`config.mk`:
```
export PLATFORM = sky130hd
export DESIGN_NAME = spi_rx_core
export DESIGN_NICKNAME = d
export VERILOG_FILES = /design/src/rtl/spi_rx_core.sv
export SDC_FILE = /design/constraint.sdc
export NUM_CORES = 1
export LEC_CHECK = 0
export ABC_AREA = 0
export CAP_MARGIN = 5
export CORE_ASPECT_RATIO = 0.75
export CORE_MARGIN = 2
export CORE_UTILIZATION = 45
export CTS_BUF_LIST = sky130_fd_sc_hd__clkbuf_16
export CTS_CLUSTER_DIAMETER = 50
export CTS_CLUSTER_SIZE = 40
export DETAILED_ROUTE_END_ITERATION = 12
export HOLD_SLACK_MARGIN = 0.08
export PLACE_DENSITY = 0.68
export SYNTH_ARGS = -nofsm -noshare
export SYNTH_HDL_FRONTEND = slang
export SYNTH_SLANG_ARGS = --single-unit
export TNS_END_PERCENT = 100
```
`constraint.sdc`:
```
create_clock -name clock_i -period 3.1 [get_ports clock_i]
set_clock_uncertainty 0.1 [all_clocks]
set_input_delay 0.465 -clock clock_i [delete_from_list [all_inputs] [get_ports clock_i]]
set_output_delay 0.465 -clock clock_i [all_outputs]
set_load 0.02 [all_outputs]
```
`src/rtl/spi_rx_core.sv`:
```
// SPI receive deserializer: samples MISO on falling SCLK edges, MSB first, WIDTH bits per frame.
// Optional abort pulse when reception is disabled mid-frame: define SPI_RX_ABORT_FLAG_EN.
module spi_rx_core #(
    parameter int unsigned WIDTH = 24
) (
    input  logic             clock_i,
    input  logic             reset_i,
    input  logic             rx_en_i,
    input  logic             SCLK_i,
    input  logic             MISO_i,
    output logic [WIDTH-1:0] rx_data_o,
`ifdef SPI_RX_ABORT_FLAG_EN
    output logic             abort_o,
`endif
    output logic             rx_done_o
);

    localparam int unsigned CntW = $clog2(WIDTH);
    localparam logic [CntW-1:0] LastCnt = CntW'(WIDTH - 1);

    logic [1:0]       sclk_sync_q;
    logic [1:0]       miso_sync_q;
    logic             sclk_prev_q;
    logic             sclk_fall;
    logic [WIDTH-1:0] shift_q, shift_d;
    logic [CntW-1:0]  count_q, count_d;
    logic [WIDTH-1:0] data_q, data_d;
    logic             done_q, done_d;

    // Equal-depth synchronizers keep MISO aligned with the SCLK edge it belongs to.
    always_ff @(posedge clock_i or negedge reset_i) begin
        if (!reset_i) begin
            sclk_sync_q <= '0;
            miso_sync_q <= '0;
            sclk_prev_q <= 1'b0;
        end else begin
            sclk_sync_q <= {sclk_sync_q[0], SCLK_i};
            miso_sync_q <= {miso_sync_q[0], MISO_i};
            sclk_prev_q <= sclk_sync_q[1];
        end
    end

    assign sclk_fall = sclk_prev_q & ~sclk_sync_q[1];

    always_comb begin
        shift_d = shift_q;
        count_d = count_q;
        data_d  = data_q;
        done_d  = 1'b0;
        if (!rx_en_i) begin
            count_d = '0;
        end else if (sclk_fall) begin
            shift_d = {shift_q[WIDTH-2:0], miso_sync_q[1]};
            if (count_q == LastCnt) begin
                count_d = '0;
                data_d  = shift_d;
                done_d  = 1'b1;
            end else begin
                count_d = count_q + 1'b1;
            end
        end
    end

    always_ff @(posedge clock_i or negedge reset_i) begin
        if (!reset_i) begin
            shift_q <= '0;
            count_q <= '0;
            data_q  <= '0;
            done_q  <= 1'b0;
        end else begin
            shift_q <= shift_d;
            count_q <= count_d;
            data_q  <= data_d;
            done_q  <= done_d;
        end
    end

    assign rx_data_o = data_q;
    assign rx_done_o = done_q;

`ifdef SPI_RX_ABORT_FLAG_EN
    logic abort_q, abort_d;

    // Count is cleared the cycle after rx_en_i drops, so this fires exactly once per abort.
    always_comb begin
        abort_d = !rx_en_i && (count_q != '0);
    end

    always_ff @(posedge clock_i or negedge reset_i) begin
        if (!reset_i) begin
            abort_q <= 1'b0;
        end else begin
            abort_q <= abort_d;
        end
    end

    assign abort_o = abort_q;
`endif

endmodule

```
==> metrics.md <==
| Metric | Value |
|---|---|
| Hold Crit Class | `in -> async` |
| CP Capture Type | `flop` |
| TNS Setup | `0 ns` |
| Via count | `1177` |
| Final nets | `about 180` |
| Reg2reg start | `count_q[0]` |
| Synthesized area | `around 2200 um2` |
| Clock latency on the worst-skew pair | `roughly 0.32 ns` |
| Internal reg-to-reg setup slack | `around 1.1 ns` |
| Num CTS Buffers | `9` |
| YS warnings | `0` |
| Final min period | `approximately 2.1 ns` |
| Comb pwr share | `0.046` |
| Synth-to-layout area growth | `26.9%` |
| Worst vdd ir | `0.366 mV` |
| Hold_buf cts | `0` |
| Post-synth EDFFs | `0` |
| Total Routing Usage GR | `0.147` |
| Final setup margin | `about 1 ns` |
| Row count | `21` |
| Vias per cell | `roughly 5.1` |
| Post-synth net total | `approximately 140` |
| Cell Count, Final, Fillers Out | `~230` |
| Postcts setup bufs | `0` |
| Layout fillers | `between 300 and 400` |
| Post-Syn Instances | `around 130` |
| # diodes | `0` |
| Count leader, synth | `dfrtp_1` |
| Register area share after synthesis | `0.661` |
| Iteration count of the initial detailed-routing pass | `4` |
| Antenna-violating nets left | `0` |
| Status | `finished clean` |
| Placement Setup Slack | `~0.66 ns` |
| Cell taking the most area after synthesis | `dfrtp_1` |
| Cell Int Power | `roughly 1400 uW` |
| Setup CP Type | `in -> reg` |
| Initial antenna violation count | `0` |
| Max Fanout on Critical Path | `25` |
| Switching part of the total | `0.211` |
| Clock Power Share | `0.468` |
| Final worst path period share | `0.676` |
| Crit-path cells | `clkdlybuf4s50_1, nand3b_4, nor2_4, mux2_1` |
| DIE AREA | `around 5500 um2` |
| CP max stage delay | `0.61 ns` |
| H-tree depth | `3` |
| RePlAce Congestion | `~0.76` |
| Pwr dens | `between 600 and 700 nW/um2` |
| Max_cap viols | `0` |
| Die Y | `between 60 and 70 um` |
| DRC | `0` |
| Post-synth top area share | `0.661` |
| Slew HR | `0.504` |
| Synthesis-stage register bit count | `between 50 and 60` |
| Fmax | `around 480 MHz` |
| Unrepaired setup endpoints after global routing | `false` |
| CP max stage cell | `clkdlybuf4s50_1` |
| Core footprint | `approximately 4600 um2` |
| Clock Sinks | `58` |
| Sequential share of power | `0.486` |
| Synth cell types | `20` |
| WP data required | `3.19 ns` |
| Routed len/inst | `between 10 and 15 um` |
| Async set-reset flop share out of synthesis | `1.00` |
| Lkg Pwr | `between 0.001 and 0.0015 uW` |
| Slew Limit Fails | `0` |
| Initial Util | `0.481` |
| Final wirelength | `between 3 and 4 mm` |
| IO Port Bufs | `29` |
| Post-synth top cells | `58 x dfrtp_1, 24 x mux2_1, 23 x mux2_2` |
| Post-Place Cells | `around 220` |
| GR Overflow Total | `0` |
| Initial detailed-routing violation count | `36` |
| Switching power | `roughly 370 uW` |
| Root Driver | `clkbuf_16` |
| Largest cells by area after synthesis | `dfrtp_1 66%, mux2_1 12%, mux2_2 12%` |
| FF-to-FF path depth | `4` |
| Number of global-route vias before repair | `approximately 1200` |
| Mean Syn Cell Area | `16.6 um2` |
| Endpoints failing setup | `0` |
| Startpoint Class | `input pin` |
| RR Endpoint | `rx_data_o[17]` |
| CTS tree | `built` |
| First-pass GRT wire length | `slightly below 6 mm` |
| WP data arrival | `~2.2 ns` |
| Resized Gates After CTS | `0` |
| Largest net degree at the start of global routing | `33` |
| Clock transition at path regs | `about 0.050 ns` |
| Most used DFF post-synth | `dfrtp_1` |
| Hold Vio Cnt, Final | `0` |
| Design Power | `approximately 1700 uW` |
| Clock Tree Buf Depth | `2` |
| Number of top-level pins | `30` |
| Die Width | `around 85 um` |
| Least-Margin Pin Slew | `about 0.74 ns` |
| Share of cells above drive strength 1 | `0.229` |
| Dpl hpwl | `~2.2 mm` |
==> critical path: cells and delay by family <==
| family | cells | cell delay [ns] |
|---|---|---|
| simple gates | 2 | 0.72 |
| mux | 1 | 0.39 |
| buf+inv | 1 | 0.61 |
==> state kept, by name, indices dropped and copies added, names as in the netlist <==
name,count
rx_data_o,24
shift_q,23
count_q,5
miso_sync_q,2
sclk_sync_q,2
rx_done_o,1
sclk_prev_q,1
==> cell families (layout without fill, tap and decap cells) <==
| kind of cell | after synthesis | in the layout | synth area share |
|---|---|---|---|
| xor gates and xnor gates | 1 | 1 | 0.00399 |
| DFF | 58 | 58 | 0.661 |
| adders and majority gates | 1 | 1 | 0.00569 |
| buffers and inverters | 4 | 47 | 0.0148 |
| and+or+nand+nor | 15 | 15 | 0.0558 |
| AOI/OAI and AO/OA | 6 | 6 | 0.0182 |
| muxes | 47 | 47 | 0.241 |
==> area by class of cell <==
type                            instances  area [um2]  share of cell area
Tap cell                               57        71.3              0.0256
Clock inverter                          7        27.5             0.00987
Clock buffer                            9         225              0.0808
Multi-Input combinational cell         70         713               0.256
Sequential cell                        58        1450               0.520
Timing Repair Buffer                   31         300               0.108
==> power by group through the flow <==
stage          combinational, uW  sequential, uW  clock (uW)
2_1_floorplan               56.0             847           0
3_3_place_gp                79.1             856           0
3_5_place_dp                83.6             861           0
4_1_cts                     83.8             848         838
5_1_grt                     91.2             856         882
6_report                    81.1             849         817
==> stage by stage <==
stage          hold WS, ns  area (um2)  utilization
6_report            0.0902        2790        0.610
5_1_grt              0.147        2790        0.610
4_1_cts              0.108        2790        0.610
3_5_place_dp         0.235        2540        0.555
3_3_place_gp         0.235        2540        0.555
2_1_floorplan       0.0694        2200            -
==> worst max path at each step <==
stage	startpoint	cells after the start	end	slack, ns
floorplan	count_q[0]	5	rx_data_o[10]	1.50
global placement	rx_en_i	4	rx_data_o[20]	0.75
global route	rx_en_i	4	rx_data_o[16]	0.91
CTS	rx_en_i	4	rx_data_o[0]	1.0
finish	rx_en_i	4	rx_data_o[17]	1.00
detailed placement	rx_en_i	4	rx_data_o[9]	0.66
==> routing by layer <==
metal,global-route usage,up-vias,wire length (um)
li1,-,555,-
met1,0.180,588,1600
met2,0.214,26,1590
met3,0.0752,8,183
met4,0.0774,0,64
met5,0,-,0
==> cell usage in the layout (no fill, tap or decap) <==
cell type / count
ha_1: 1
clkbuf_16: 9
clkdlybuf4s50_1: 28
inv_1: 1
and2_1: 1
nand3b_1: 2
nand4b_2: 1
a21boi_0: 2
or4b_1: 2
nor2b_1: 1
mux2_2: 23
buf_4: 2
xnor2_1: 1
buf_2: 1
nand3_1: 1
clkinv_2: 1
dfrtp_1: 58
nand2b_2: 1
clkinv_1: 5
a21boi_1: 2
nand3b_4: 1
mux2_1: 24
o21ai_0: 2
nand2_1: 4
nor2_4: 1
Note: power is estimated with default switching activity, not from simulation.
